$ cat src/rtl/apb_regbank_slave.sv
// APB completer: NUM_REGS R/W words plus a read-only status word, WAIT_CYCLES wait states, PSLVERR on bad access.
// Optional build macro APB_SLV_PROT_CHECK_EN rejects unprivileged (pprot[0]=0) accesses.
module apb_regbank_slave #(
    parameter int ADDRWIDTH   = 16,
    parameter int NUM_REGS    = 8,
    parameter int WAIT_CYCLES = 0
) (
    input  logic                   hclk,
    input  logic                   hrstn,
    input  logic                   pclk_en,
    input  logic                   psel,
    input  logic                   penable,
    input  logic [ADDRWIDTH-1:0]   paddr,
    input  logic                   pwrite,
    input  logic [3:0]             pstrb,
    input  logic [2:0]             pprot,
    input  logic [31:0]            pwdata,
    output logic [31:0]            prdata,
    output logic                   pready,
    output logic                   pslverr,
    input  logic [31:0]            stat_in,
    output logic [NUM_REGS*32-1:0] regs_out
);

    localparam int IDXW = ADDRWIDTH - 2;
    localparam logic [IDXW-1:0] STAT_IDX = IDXW'(NUM_REGS);
    localparam logic [3:0]      WAIT_LD  = 4'(WAIT_CYCLES);

    typedef enum logic [1:0] {ST_IDLE, ST_WAIT, ST_READY} state_t;

    state_t         state, state_nxt;
    logic [3:0]     wcnt, wcnt_nxt;
    logic [31:0]    regs [NUM_REGS];
    logic [IDXW-1:0] idx;
    logic           prot_err;
    logic           err;
    logic           commit;
    logic [31:0]    rd_word;
    logic           unused_bits;

    assign idx         = paddr[ADDRWIDTH-1:2];
    assign unused_bits = ^{paddr[1:0], pprot};

`ifdef APB_SLV_PROT_CHECK_EN
    assign prot_err = ~pprot[0];
`else
    assign prot_err = 1'b0;
`endif

    // Status word is read-only; anything past it is unmapped.
    assign err    = prot_err | (idx > STAT_IDX) | ((idx == STAT_IDX) & pwrite);
    assign commit = pclk_en & (state == ST_READY) & psel & penable & pwrite & ~err;

    always_comb begin
        rd_word = '0;
        if (idx == STAT_IDX) rd_word = stat_in;
        for (int i = 0; i < NUM_REGS; i++) begin
            if (idx == IDXW'(i)) rd_word = regs[i];
        end
    end

    always_comb begin
        state_nxt = state;
        wcnt_nxt  = wcnt;
        case (state)
            ST_IDLE: begin
                if (psel && !penable) begin
                    if (WAIT_CYCLES == 0) begin
                        state_nxt = ST_READY;
                    end else begin
                        state_nxt = ST_WAIT;
                        wcnt_nxt  = WAIT_LD;
                    end
                end
            end
            ST_WAIT: begin
                if (!psel)              state_nxt = ST_IDLE;
                else if (wcnt == 4'd1)  state_nxt = ST_READY;
                else                    wcnt_nxt  = wcnt - 4'd1;
            end
            ST_READY: state_nxt = ST_IDLE;
            default:  state_nxt = ST_IDLE;
        endcase
    end

    always_ff @(posedge hclk or negedge hrstn) begin
        if (!hrstn) begin
            state <= ST_IDLE;
            wcnt  <= 4'd0;
        end else if (pclk_en) begin
            state <= state_nxt;
            wcnt  <= wcnt_nxt;
        end
    end

    always_ff @(posedge hclk or negedge hrstn) begin
        if (!hrstn) begin
            for (int i = 0; i < NUM_REGS; i++) regs[i] <= '0;
        end else if (commit) begin
            for (int i = 0; i < NUM_REGS; i++) begin
                if (idx == IDXW'(i)) begin
                    for (int b = 0; b < 4; b++) begin
                        if (pstrb[b]) regs[i][8*b +: 8] <= pwdata[8*b +: 8];
                    end
                end
            end
        end
    end

    assign pready  = (state == ST_READY);
    assign pslverr = pready & err;
    assign prdata  = (pready && !pwrite && !err) ? rd_word : 32'd0;

    genvar g;
    generate
        for (g = 0; g < NUM_REGS; g++) begin : g_out
            assign regs_out[32*g +: 32] = regs[g];
        end
    endgenerate

endmodule

$ cat config.mk
export PLATFORM = sky130hd
export DESIGN_NAME = apb_regbank_slave
export DESIGN_NICKNAME = d
export VERILOG_FILES = /design/src/rtl/apb_regbank_slave.sv
export SDC_FILE = /design/constraint.sdc
export NUM_CORES = 1
export LEC_CHECK = 0
export CAP_MARGIN = 25
export CORE_ASPECT_RATIO = 1.4
export CORE_MARGIN = 3
export CORE_UTILIZATION = 51
export CTS_CLUSTER_SIZE = 30
export DETAILED_ROUTE_END_ITERATION = 8
export GPL_ROUTABILITY_DRIVEN = 0
export PLACE_DENSITY = 0.86
export SETUP_SLACK_MARGIN = 0.05
export SLEW_MARGIN = 20
export SYNTH_ARGS = -nofsm -noshare
export SYNTH_HDL_FRONTEND = slang
export SYNTH_SLANG_ARGS = --single-unit
$ cat constraint.sdc
create_clock -name hclk -period 6.4 [get_ports hclk]
set_input_delay 1.28 -clock hclk [delete_from_list [all_inputs] [get_ports hclk]]
set_output_delay 1.28 -clock hclk [all_outputs]
set_load 0.02 [all_outputs]
Word level (Yosys, flattened, before mapping):

Cells that the tools add are included.

* register bits after elaboration: 262
* input port bits: 93
* output and inout bits: 290
* word-level logic and storage cells: 115

* add/subtract/negate cells: 1
* $lt $le $gt $ge: 1
* equal/unequal tests: 13
* multiplexer cells: 14
* bitwise logic cells: 10
* reduce and logical (&&, ||, !) cells: 42

Operators with widths (count)
* $mux W32: 10
* $reduce_and A3 Y1: 33
* $eq A14 B3 Y1 const B: 4
* $eq A14 B2 Y1 const B: 2
* $eq A14 B1 Y1 const B: 1
* $eq A14 B4 Y1 const B: 1
* $gt A14 B4 Y1 const B: 1
* $logic_not A14 Y1: 1
* $and A1 B1 Y1: 7
* $mux W2: 3
* $eq A4 B1 Y1 const B: 1
* $pmux W2 S2: 1
* $reduce_and A4 Y1: 1
* $sub A4 B1 Y4 const B: 1
* $logic_and A1 B1 Y1: 3
* $logic_not A1 Y1: 3
* $ne A3 B3 Y1 const B: 1
* $eq A2 B1 Y1 const B: 1
* $eq A2 B2 Y1 const B: 1
* $logic_not A2 Y1: 1
* $ne A2 B2 Y1 const B: 1
* $not A1 Y1: 2
* $or A1 B1 Y1: 1

Longest topological paths before layout:

* depth after elaboration: 11
* mapped depth: 8

Worst setup path before layout:

OpenSTA, ideal clock, no wires.

* kind: input port to output port
* start point: input paddr[4]
* end point: output prdata[10]
* arrival: 3236 ps
* slack: 1884 ps
* cell stages on the path: 7
* cell sequence: clkbuf_1 -> nor2_1 -> nand3_1 -> nor2_1 -> clkbuf_1 -> a22oi_1 -> a221oi_1

* longest elaborated chain between the ends: 11

RTL lines
* from (decl): line 13 `input logic [ADDRWIDTH-1:0] paddr,`
* $eq A14 B4 Y1: line 51, 56
* $mux W32: line 56 `if (idx == STAT_IDX) rd_word = stat_in;`
* $mux W32 (8 in a row): line 58 `if (idx == IDXW'(i)) rd_word = regs[i];`
* $mux W32 *: line 112 `assign prdata = (pready && !pwrite && !err) ? rd_word : 32'd0;`
* to (decl): line 18 `output logic [31:0] prdata,`

Every way passes the cells marked *; elsewhere a longest branch is shown, timed or not.

Worst setup path after layout:

* start point: input paddr[13]
* end point: output prdata[6]

Same word-level chain as after synthesis.

==> flow_metrics.py <==
metrics = {
    "run_status": {
        "status": "completed",
    },
    "setup_path": {
        "worst-endpoint-required_ns": 5.12,
        "startpoint_type": "input pin",
        "path_class": "in2out",
        "crit_path_dat_ns": 4.65,
        "setup.worst_path.end_class": "primary output",
        "worst-r2r-cell-count": 5,
        "reg2reg_from": "state[1]$_DFFE_PN0P_",
        "timing.critical_path.fanout_max": 11,
        "reg2reg_setup_slack_ns": 4.08,
        "r2r_path_end": "regs_out[68]$_DFFE_PN0P_",
    },
    "logic_synthesis": {
        "synth-async-reset-ratio": 1.000,
        "synthesis.nets": 1116,
        "synth_seq_area_share": 0.5080,
        "synthesis.area_mm2": 0.01266,
        "synth_ff_type": "sky130_fd_sc_hd__dfrtp_1",
        "synth_cell_types": 49,
        "synthCells": 1023,
        "yosys_warnings": 0,
        "synth-edff-count": 0,
        "postSynthRegisterBits": 257,
        "postSynthAreaPerCell_um2": 12.38,
    },
    "clock_network": {
        "worstSkewPairLatency_ns": 0.54,
        "cts_root_buf": "sky130_fd_sc_hd__clkbuf_16",
        "clk_transition_reported_paths_ns": 0.06,
        "cts_sinks": 257,
        "clockBufferDepth": 3,
        "h_tree_depth": 1,
        "ctsResizeCount": 0,
        "clock_tree_from_tritoncts": "done",
        "cts-buffers-inserted": 25,
        "postCtsSetupBuffers": 0,
        "holdBufCountCts": 0,
    },
    "floorplanning": {
        "placement_rows": 67,
        "design.core.area_mm2": 0.02414,
        "start_util": 0.5244,
        "chipHeight_um": 192.4,
        "design.portCount": 383,
        "fp.dieArea_mm2": 0.02678,
        "die_w_um": 139.2,
    },
    "timing": {
        "final-hold-violation-count": 0,
        "grt_setup_unrepaired": "no",
        "layout_worst_path_cycle_share": 0.9261,
        "timing.final.crit_period_ns": 5.927,
        "finalMaxSlewViolations": 0,
        "setup_violations": 0,
        "hold_ws_ns": 0.5256,
        "timing.slew.headroom": 0.3258,
        "setup_total_negative_slack_ns": 0,
        "worst_margin_pin_slew_ns": 1.011,
        "clock_skew_ns": 0.02076,
        "fmax_mhz": 168.7,
    },
    "final_layout": {
        "instances_no_fill": 1726,
        "number_of_inserted_diodes": 0,
        "final_net_count": 1497,
        "fraction_of_final_layout_cells_sized_beyond_drive_strength_1": 0.2712,
        "layout-area-overhead-vs-synth_pct": 39.69,
        "finish.utilization": 0.7325,
    },
    "routing": {
        "route.detailed.vias_per_inst": 6.413,
        "dr.first_iter.drc_count": 891,
        "dr_total_vias": 11068,
        "final_antenna_net_count": 0,
        "drt_first_pass_iters": 7,
        "route.detailed.wl_per_inst_um": 27.42,
        "route.final.wire_length_mm": 47.32,
        "post-route-drc-count": 0,
    },
    "grt": {
        "grt_overflow_total": 0,
        "wire_length_of_the_first_global_routing_pass_mm": 70.67,
        "grt.total_usage": 0.3417,
        "grt_start_max_net_pins": 131,
        "via_count_of_the_first_global_routing_pass": 11553,
        "grt_antenna_before_repair": 2,
    },
    "pwr": {
        "power.static_leakage_uw": 0.007614,
        "max-vdd-ir-drop_mv": 0.1970,
        "pwr_density_cell_mw_per_mm2": 188.7,
    },
    "placed_design": {
        "placedCellCount": 1687,
        "dp_hpwl_mm": 33.20,
        "portbufs": 377,
    },
    "worst_hold_path": {
        "worst_hold_path_type": "reg2reg",
        "hold_path_depth": 1,
        "startpoint_of_the_worst_hold_path": "regs_out[170]$_DFFE_PN0P_",
        "worst_hold_path.endpoint": "regs_out[170]$_DFFE_PN0P_",
    },
    "job": {
        "max-cap-violations": 0,
    },
}
worst max-delay path by stage:
stage / start / endpoint
floorplan: paddr[4] / prdata[10]
global placement: paddr[3] / prdata[6]
detailed placement: paddr[13] / prdata[6]
CTS: paddr[13] / prdata[6]
global route: paddr[12] / prdata[6]
finish: paddr[13] / prdata[6]
metrics by stage:
step	worst slack, ns	area [um2]	total power, uW
floorplan	1.884	12660	1743
global placement	0.6656	16900	1898
detailed placement	0.6021	16900	1902
CTS	0.5858	17680	3348
global route	0.4362	17680	3428
finish	0.4730	17680	3338
critical path: stages:
cell and delay (ns):
sky130_fd_sc_hd__clkdlybuf4s50_1 0.40, sky130_fd_sc_hd__nor4_1 0.70, sky130_fd_sc_hd__nand3_1 0.47, sky130_fd_sc_hd__nor2_2 0.23
sky130_fd_sc_hd__buf_4 0.27, sky130_fd_sc_hd__a22oi_1 0.15, sky130_fd_sc_hd__a221oi_1 0.42, sky130_fd_sc_hd__clkdlybuf4s50_1 0.70
synthesized netlist by cell type (2+ instances only):
master / n / area share
sky130_fd_sc_hd__nor2_4: 30 / 0.027
sky130_fd_sc_hd__a31oi_1: 3 / 0.0015
sky130_fd_sc_hd__a211oi_1: 3 / 0.0018
sky130_fd_sc_hd__nor2b_1: 5 / 0.0025
sky130_fd_sc_hd__nand3_1: 18 / 0.0071
sky130_fd_sc_hd__o211ai_1: 13 / 0.0077
sky130_fd_sc_hd__dfrtp_1: 257 / 0.51
sky130_fd_sc_hd__o22ai_1: 22 / 0.011
sky130_fd_sc_hd__inv_1: 4 / 0.0012
sky130_fd_sc_hd__a32oi_1: 2 / 0.0014
sky130_fd_sc_hd__buf_2: 9 / 0.0036
sky130_fd_sc_hd__nand4_1: 2 / 0.00099
sky130_fd_sc_hd__nand3_2: 4 / 0.0032
sky130_fd_sc_hd__o21ai_0: 63 / 0.025
sky130_fd_sc_hd__mux2_2: 263 / 0.23
sky130_fd_sc_hd__nor2_2: 2 / 0.00099
sky130_fd_sc_hd__buf_1: 8 / 0.0024
sky130_fd_sc_hd__a21oi_1: 39 / 0.015
sky130_fd_sc_hd__mux2i_1: 29 / 0.023
sky130_fd_sc_hd__nand2_1: 35 / 0.010
sky130_fd_sc_hd__a211o_1: 2 / 0.0014
sky130_fd_sc_hd__a221oi_1: 21 / 0.015
sky130_fd_sc_hd__o21a_1: 42 / 0.025
sky130_fd_sc_hd__clkbuf_1: 42 / 0.012
sky130_fd_sc_hd__or2_2: 2 / 0.00099
sky130_fd_sc_hd__a22oi_1: 46 / 0.027
sky130_fd_sc_hd__nor4_1: 2 / 0.00099
sky130_fd_sc_hd__nand2b_1: 4 / 0.0020
sky130_fd_sc_hd__nor2_1: 16 / 0.0047
sky130_fd_sc_hd__a21o_1: 6 / 0.0036
sky130_fd_sc_hd__nor3_1: 4 / 0.0016
sky130_fd_sc_hd__nand4b_1: 3 / 0.0021
sky130_fd_sc_hd__o2bb2ai_1: 2 / 0.0014
sky130_fd_sc_hd__o221ai_1: 5 / 0.0035
logic make-up (layout without fill, tap and decap cells):
family,count (synthesis),count (layout),share of synthesized area
and+or+nand+nor,135,135,0.07087
DFF,257,257,0.5080
AOI/OAI and AO/OA,276,276,0.1447
buffers and inverters,63,456,0.01957
muxes,292,292,0.2569
final cells by class:
class                      instances  area (um2)
inverter                           4       15.01
clock buffer                      34       699.4
fill                            1676        6459
multi-input combinational        703        6006
tap                              310       387.9
timing repair buffer             413        4064
clock inverter                     5       81.33
sequential                       257        6431
flip-flops by register name (all words and copies together) (netlist names):
register and flops:
regs_out 256, state 1
routing by layer:
| layer | track usage | vias to the layer above | routed length (um) |
|---|---|---|---|
| met5 | 0 | - | 27 |
| met4 | 0.1604 | 4 | 2763 |
| met3 | 0.08032 | 171 | 4394 |
| met2 | 0.5776 | 707 | 22930 |
| met1 | 0.4164 | 5572 | 17210 |
| li1 | - | 4614 | - |
power breakdown:
part | internal [uW] | switching (uW) | total, uW
sequential | 1620 | 1.20 | 1630
clock | 837 | 623 | 1460
combinational | 91.5 | 160 | 251
total | 2550 | 784 | 3340
layout by cell type, fill, tap and decap left out, types with 6 or more instances in the layout:
master	instances
sky130_fd_sc_hd__clkdlybuf4s50_1	373
sky130_fd_sc_hd__mux2_2	263
sky130_fd_sc_hd__dfrtp_1	257
sky130_fd_sc_hd__o21ai_0	63
sky130_fd_sc_hd__a22oi_1	46
sky130_fd_sc_hd__o21a_1	42
sky130_fd_sc_hd__a21oi_1	39
sky130_fd_sc_hd__buf_4	36
sky130_fd_sc_hd__nand2_1	35
sky130_fd_sc_hd__nor2_4	30
sky130_fd_sc_hd__mux2i_1	29
sky130_fd_sc_hd__clkbuf_16	25
sky130_fd_sc_hd__o22ai_1	22
sky130_fd_sc_hd__a221oi_1	21
sky130_fd_sc_hd__nand3_1	18
sky130_fd_sc_hd__o211ai_1	13
sky130_fd_sc_hd__nor2_1	12
sky130_fd_sc_hd__a21o_1	6
sky130_fd_sc_hd__nor2_2	6
Power figures use the tool's default switching activity.
